--- src/rtl/stopwatch_pkg.sv ---
// Shared types and widths for the stopwatch time-keeping core.
package stopwatch_pkg;

   typedef enum logic [1:0] {
      IDLE    = 2'd0,
      RUNNING = 2'd1,
      PAUSED  = 2'd2
   } sw_state_t;

   localparam int unsigned SEC_W = 6;
   localparam int unsigned MIN_W = 6;

endpackage

--- src/rtl/stopwatch_counter_mod_counter.sv ---
// mod_counter: modulo-(MAX+1) counter with synchronous clear and count enable.
// tc is high while the count sits at MAX, so en & tc is the carry out.
module mod_counter #(
   parameter int unsigned W   = 6,
   parameter int unsigned MAX = 59
) (
   input  logic         clock_in,
   input  logic         reset,
   input  logic         clr,
   input  logic         en,
   output logic [W-1:0] cnt,
   output logic         tc
);

   logic [W-1:0] cnt_q;
   logic [W-1:0] cnt_d;

   assign tc  = (cnt_q == W'(MAX));
   assign cnt = cnt_q;

   // Next count: clear wins, otherwise wrap at MAX or increment when enabled.
   always_comb begin
      cnt_d = cnt_q;
      if (clr)
         cnt_d = '0;
      else if (en)
         cnt_d = tc ? '0 : cnt_q + W'(1);
   end

   // Count register.
   always_ff @(posedge clock_in or posedge reset) begin
      if (reset)
         cnt_q <= '0;
      else
         cnt_q <= cnt_d;
   end

endmodule

--- src/rtl/stopwatch_counter.sv ---
// stopwatch_counter: MM:SS time-keeping core fed by the clock divider level.
// Optional lap-freeze of the displayed value is built with STOPWATCH_LAP_EN.
import stopwatch_pkg::*;

module stopwatch_counter #(
   parameter int unsigned TICKS_PER_SEC = 1,
   parameter int unsigned SEC_MAX       = 59,
   parameter int unsigned MIN_MAX       = 59
) (
   input  logic             clock_in,
   input  logic             reset,
   input  logic             tick_in,
   input  logic             start_stop,
   input  logic             clear,
   input  logic             lap,
   output logic [SEC_W-1:0] sec_o,
   output logic [MIN_W-1:0] min_o,
   output logic             running,
   output logic             wrap_o
);

   localparam int unsigned PS_W = (TICKS_PER_SEC > 1) ? $clog2(TICKS_PER_SEC) : 1;

   sw_state_t        state_q;
   logic             running_q;
   logic             tick_q;
   logic             tick_pls;
   logic             cnt_en;
   logic [PS_W-1:0]  prescale_q;
   logic [PS_W-1:0]  prescale_d;
   logic             ps_tc;
   logic             sec_en;
   logic             min_en;
   logic             sec_tc;
   logic             min_tc;
   logic             wrap_q;
   logic             wrap_d;
   logic [SEC_W-1:0] sec_cnt;
   logic [MIN_W-1:0] min_cnt;

   assign tick_pls = tick_in & ~tick_q;
   // The state seen at the tick edge decides counting, so a start_stop on
   // the same edge counts the tick when leaving RUNNING but not when entering.
   assign cnt_en   = (state_q == RUNNING) & tick_pls & ~clear;
   assign ps_tc    = (prescale_q == PS_W'(TICKS_PER_SEC - 1));
   assign sec_en   = cnt_en & ps_tc;
   assign min_en   = sec_en & sec_tc;
   assign wrap_d   = min_en & min_tc;

   // Prescale next value: divides tick pulses down to one second step.
   always_comb begin
      prescale_d = prescale_q;
      if (clear)
         prescale_d = '0;
      else if (cnt_en)
         prescale_d = ps_tc ? '0 : prescale_q + PS_W'(1);
   end

   // Tick edge history, prescale and wrap pulse registers.
   always_ff @(posedge clock_in or posedge reset) begin
      if (reset) begin
         tick_q     <= 1'b0;
         prescale_q <= '0;
         wrap_q     <= 1'b0;
      end else begin
         tick_q     <= tick_in;
         prescale_q <= prescale_d;
         wrap_q     <= wrap_d;
      end
   end

   // Run/pause/clear state machine with registered running flag.
   always_ff @(posedge clock_in or posedge reset) begin
      if (reset) begin
         state_q   <= IDLE;
         running_q <= 1'b0;
      end else if (clear) begin
         state_q   <= IDLE;
         running_q <= 1'b0;
      end else if (start_stop) begin
         case (state_q)
            IDLE, PAUSED: begin
               state_q   <= RUNNING;
               running_q <= 1'b1;
            end
            RUNNING: begin
               state_q   <= PAUSED;
               running_q <= 1'b0;
            end
            default: begin
               state_q   <= IDLE;
               running_q <= 1'b0;
            end
         endcase
      end
   end

   mod_counter #(.W(SEC_W), .MAX(SEC_MAX)) u_sec (
      .clock_in (clock_in),
      .reset    (reset),
      .clr      (clear),
      .en       (sec_en),
      .cnt      (sec_cnt),
      .tc       (sec_tc)
   );

   mod_counter #(.W(MIN_W), .MAX(MIN_MAX)) u_min (
      .clock_in (clock_in),
      .reset    (reset),
      .clr      (clear),
      .en       (min_en),
      .cnt      (min_cnt),
      .tc       (min_tc)
   );

`ifdef STOPWATCH_LAP_EN
   logic             lap_hold_q;
   logic [SEC_W-1:0] sec_hold_q;
   logic [MIN_W-1:0] min_hold_q;

   // Lap toggles a freeze of the displayed value; live counting carries on.
   always_ff @(posedge clock_in or posedge reset) begin
      if (reset) begin
         lap_hold_q <= 1'b0;
         sec_hold_q <= '0;
         min_hold_q <= '0;
      end else if (clear) begin
         lap_hold_q <= 1'b0;
      end else if (lap && (state_q != IDLE)) begin
         lap_hold_q <= ~lap_hold_q;
         if (!lap_hold_q) begin
            sec_hold_q <= sec_cnt;
            min_hold_q <= min_cnt;
         end
      end
   end

   assign sec_o = lap_hold_q ? sec_hold_q : sec_cnt;
   assign min_o = lap_hold_q ? min_hold_q : min_cnt;
`else
   logic unused_lap;
   assign unused_lap = lap;
   assign sec_o      = sec_cnt;
   assign min_o      = min_cnt;
`endif

   assign running = running_q;
   assign wrap_o  = wrap_q;

endmodule
--- config.mk ---
export PLATFORM = sky130hd
export DESIGN_NAME = stopwatch_counter
export DESIGN_NICKNAME = d
export VERILOG_FILES = /design/src/rtl/stopwatch_pkg.sv /design/src/rtl/stopwatch_counter_mod_counter.sv /design/src/rtl/stopwatch_counter.sv
export SDC_FILE = /design/constraint.sdc
export NUM_CORES = 1
export LEC_CHECK = 0
export ABC_AREA = 1
export CORE_ASPECT_RATIO = 0.9
export CORE_MARGIN = 5
export CORE_UTILIZATION = 55
export DETAILED_ROUTE_END_ITERATION = 10
export DONT_BUFFER_PORTS = 1
export PLACE_DENSITY = 0.76
export SYNTH_ARGS = -nofsm -noshare
export SYNTH_HDL_FRONTEND = slang
export SYNTH_SLANG_ARGS = --single-unit
--- constraint.sdc ---
create_clock -name clock_in -period 1.5 [get_ports clock_in]
set_input_delay 0.3 -clock clock_in [delete_from_list [all_inputs] [get_ports clock_in]]
set_output_delay 0.3 -clock clock_in [all_outputs]
set_load 0.1 [all_outputs]
Yosys cells after proc, flatten, opt, wreduce, memory -nomap -nowiden. Cells that the tools add are included.

Add/sub/neg operators: 3. Muxes and demuxes: 15. Bitwise operators: 9. Equality and inequality tests: 4. Reduce and logical (&&, ||, !) cells: 6.

Operators by type and width (count): 2-to-1 mux 6 bit (6); adder 6 x 1 -> 6 bit, second input constant (2); equality test 6 bit, second input constant (2); nonzero test 2 bit (4); AND 1 bit (6); 2-to-1 mux 1 bit (6); 2-to-1 mux 2 bit (2); one-hot mux 2 bit (2 select lines) (1); NOT 1 bit (3); equality test 2 x 1 -> 1 bit, second input constant (1); equality test 2 bit, second input constant (1); logical NOT 2 bit (1); OR reduction 2 bit (1); adder 1 bit, second input constant (1).

Flip-flop bits (word level): 18. Input port bits: 6. Logic and storage cells: 44.

Longest topological paths before layout.
Depth in word-level cells: 8. Gate-level depth with buffers: 8.

Hierarchy. A second synthesis with hierarchy kept.

Cell total of the unflattened synthesis: 125. Area, all modules: 912.1 um2.

Modules (own cells, without submodules): mod_counter (cells an instance 50, times used 2, area each 362.8 um2); stopwatch_counter (cells an instance 25, times used 1, area each 186.4 um2).

Worst setup path before layout. Ideal clock, no wire load.

Kind: reg2reg. Start: register u_sec.cnt_q[1] (netlist: u_sec.cnt[1]). End: register u_min.cnt_q[0] (netlist: u_min.cnt[0]). Data arrival time: 1.831 ns. Buffers on the path: 0. Data required time: 1.339 ns. Setup time: 0.161 ns. Cell stages (with the launch flop): 7. Clock period less this slack: 1.992 ns. Slack: -0.492 ns. Cell sequence: dfrtp_1 ha_1 nand3_1 nor2_2 nand2_2 nand3_1 o21ai_1.

Word-level cells in the longest chain between the ends: 3.

Ends and longest elaborated chain: start, declared (RTL line stopwatch_counter_mod_counter.sv:15) `logic [W-1:0] cnt_q;`; start signal, assigned (RTL line stopwatch_counter_mod_counter.sv:35) `cnt_q <= cnt_d;`; equality test 6 bit (RTL line stopwatch_counter_mod_counter.sv:18) `assign tc = (cnt_q == W'(MAX));`; AND 1 bit (RTL line stopwatch_counter.sv:47) `assign min_en = sec_en & sec_tc;`; nonzero test 2 bit (no source line); end signal, assigned (RTL line stopwatch_counter_mod_counter.sv:35); end, declared (RTL line stopwatch_counter_mod_counter.sv:15).

Every way passes these cells. A chain may end at the register's enable or synchronous reset.

Worst setup path in the final report.
Start: register u_min.cnt_q[0] (netlist: u_min.cnt[0]). End: register u_min.cnt_q[0] (netlist: u_min.cnt[0]).

Word-level cells in the longest chain between the ends: 4.

Ends and longest elaborated chain: adder 6 x 1 -> 6 bit or equality test 6 bit (tied branches) (RTL line stopwatch_counter_mod_counter.sv:27, stopwatch_counter_mod_counter.sv:18); 2-to-1 mux 6 bit (*) (RTL line stopwatch_counter_mod_counter.sv:27) `cnt_d = tc ? '0 : cnt_q + W'(1);`; 2-to-1 mux 6 bit (*) (RTL line stopwatch_counter_mod_counter.sv:26) `else if (en)`; 2-to-1 mux 6 bit (*) (RTL line stopwatch_counter_mod_counter.sv:24) `if (clr)`.

Every way passes the cells marked *; elsewhere a longest branch is shown, timed or not. The select of a mux whose other input is x is not followed.

==> impl_metrics.toml <==
[outcome]
outcome = "finished clean"

[die]
die_height_um = 48.0
ios = 20
core_mm2 = 0.00148
die_area_mm2 = 0.00250
die_w_um = 52.2
start_util_pct = 59.5
num_rows = 13

[placement]
placed_cell_area_mm2 = 0.00104
place_ws_ns = 0.138
io_buffer_count = 0
place.gp.congestion = 0.901
place_hpwl_um = 1480

[hold_path]
holdPathEnd = "tick_q"
hold_path_class = "input pin to flip-flop"
hold_depth = 0
holdCritStartpoint = "tick_in"

[routing]
wire_per_inst_um = 12.5
viasPerCell = 5.26
postRouteAntennaNets = 0
firstDrtPassIters = 4
drc = 0
wirelength_um = 1850
num_vias = 778
dr.first_iter.drc_count = 10

[sta]
period_needed_ns = 1.37
fin_skew_ns = 0.00632
max_freq_mhz = 729
fin_tns_setup_ns = 0
drv_slew = 0
rsz0062_at_grt = "no"
setup_viol = 0
hold_viol_final = 0
worst_pin_slew_ns = 0.589
timing.final.crit_share_pct = 91.5
slew_headroom_pct = 60.7
setup_ws_ns = 0.128

[critical_path]
critPathTopFamily = "flip-flops"
critical_path.endpoint_type = "flip-flop"
critPathSlowestCell = "dfrtp_4"
cp_num_buf_inv = 1
crit_path_start_kind = "flip-flop"
reg2reg_depth = 6
path_max_fanout = 6
reg2reg_from = "u_min.cnt[0]"
path_cells = "ha_1 > nand2_1 > inv_1 > nand3b_1 > nand3_2 > o21ai_1"
reg2reg_to = "u_min.cnt[0]"
required_ns = 1.71
max_stage_delay_ns = 0.51
arrival_ns = 1.58
r2r_slack_ns = 0.13
critPathKind = "flip-flop to flip-flop"

[synth]
syn_area_um2 = 881
ys_types = 23
ys_seq_area_share_pct = 45.5
avgSynthCellArea_um2 = 8.23
syn_inst = 107
syn_nets = 115
synth-seq-cells = 16
yosysWarningCount = 0

[clock_tree]
h-tree-depth = 1
clock_sinks = 16
cts_tree = "done"
root_buffer = "clkbuf_4"
cts_buffer_depth = 2
ctsResizeCount = 0
clk_pin_slew_worst_paths_ns = 0.09
cts_buffers = 3
clk_latency_ns = 0.28

[final_layout]
fin_area_mm2 = 0.00109
fin_util_pct = 73.5
drive_above_1_share_pct = 35.7
fin_nets = 135
area_growth_pct = 23.6
antenna_cells = 0

[power]
power_mw = 0.803
p_per_area_mw_per_mm2 = 738
peakVddDrop_mv = 0.613
p_leak_nw = 0.470

[global_routing]
grt_pass1_vias = 780
grt_pass1_wl_um = 3260
grt_max_degree = 17
antenna_found_initial = 0
track_usage_pct = 18.1
overflow = 0

[flow_run]
drv_cap = 0
## cell usage after synthesis (all sizes together)
cell    count  area share (%)
nand2      21             9.5
nand3      21              13
dfrtp      16              45
inv        13             5.5
nor2       12             6.8
o21ai       8             5.0
xnor2       3             3.0
xor2        3             3.0
a21oi       2             1.1
ha          2             2.8
a31oi       1            0.71
clkbuf      1            0.85
nand3b      1            0.85
nand4       1            0.71
o21bai      1            0.85
o22ai       1            0.71
## layout make-up
type	count	area, um^2
Clock buffer	4	36.3
Fill cell	125	392
Inverter	13	48.8
Multi-Input combinational cell	77	427
Sequential cell	16	427
Tap cell	22	27.5
Timing Repair Buffer	16	123
## placed cells by master (no fill, tap or decap)
cell	instances
dfrtp_2	9
nor2_2	3
o21ai_0	1
buf_4	15
dfrtp_4	4
nor2_1	8
inv_1	10
nand3_1	19
ha_2	1
nor2_4	1
clkbuf_4	3
dlygate4sd3_1	1
inv_2	3
nand4_1	1
a21oi_1	2
nand2_2	2
nand3_2	2
xor2_1	3
o21bai_1	1
nand3b_1	1
a31oi_1	1
xnor2_1	3
o21ai_2	1
nand2_1	19
o21ai_1	6
ha_1	1
clkbuf_8	1
o22ai_1	1
dfrtp_1	3
## per-layer routing
metal  share of wire [%]  track usage [%]
met1                  43             19.2
met2                  50             35.1
met3                 5.4             6.23
met4                0.76             4.59
met5                   0                0
## worst reg2reg max path, stage by stage, from the launching register on
cell and delay, ns:
dfrtp_4 0.51, ha_1 0.25, nand2_1 0.08, inv_1 0.04, nand3b_1 0.12, nand3_2 0.14, o21ai_1 0.16
## kinds of logic (layout without fill, tap and decap cells)
| family | count (synthesis) | in the layout | synth area share [%] |
|---|---|---|---|
| xor+xnor | 6 | 6 | 5.97 |
| buf+inv | 14 | 33 | 6.39 |
| flops | 16 | 16 | 45.5 |
| compound gates | 13 | 13 | 8.38 |
| simple gates | 56 | 56 | 31.0 |
| fa+ha+maj | 2 | 2 | 2.84 |
## registers in the layout, summed over array words and instances (netlist names)
register,cells
u_min.cnt,6
u_sec.cnt,6
state_q,2
wrap_o,1
tick_q,1
## power breakdown
group          switching [mW]  internal (mW)  leakage, nW
Clock                   0.128          0.148       0.0210
Sequential            0.00539          0.439        0.197
Combinational          0.0634         0.0191        0.253
Total                   0.197          0.606        0.470
## worst max path at each step
| stage | startpoint | endpoint | slack [ns] | depth (start not counted) |
|---|---|---|---|---|
| 6_report | u_min.cnt[0] | u_min.cnt[0] | 0.13 | 6 |
| 5_1_grt | u_min.cnt[1] | u_min.cnt[3] | 0.01 | 7 |
| 4_1_cts | u_min.cnt[1] | u_min.cnt[3] | 0.13 | 7 |
| 3_5_place_dp | u_min.cnt[0] | u_min.cnt[0] | 0.14 | 6 |
| 3_3_place_gp | u_min.cnt[0] | u_min.cnt[0] | 0.18 | 6 |
| 2_1_floorplan | u_sec.cnt[1] | u_min.cnt[0] | -0.002 | 6 |
## stage by stage
step / hold slack (ns) / cells
after floorplan: 0.213 / 107
after global placement: 0.282 / 143
after detailed placement: 0.280 / 143
after CTS: 0.0215 / 148
after global routing: 0.0136 / 148
final: 0.0333 / 148
## timing repair
| action | 4_1_cts | 5_1_grt |
|---|---|---|
| hold buffers | 1 | 0 |
| setup buffers | 0 | 0 |
| endpoints found under the hold margin | 16 | 0 |
Power figures use the tool's default switching activity.
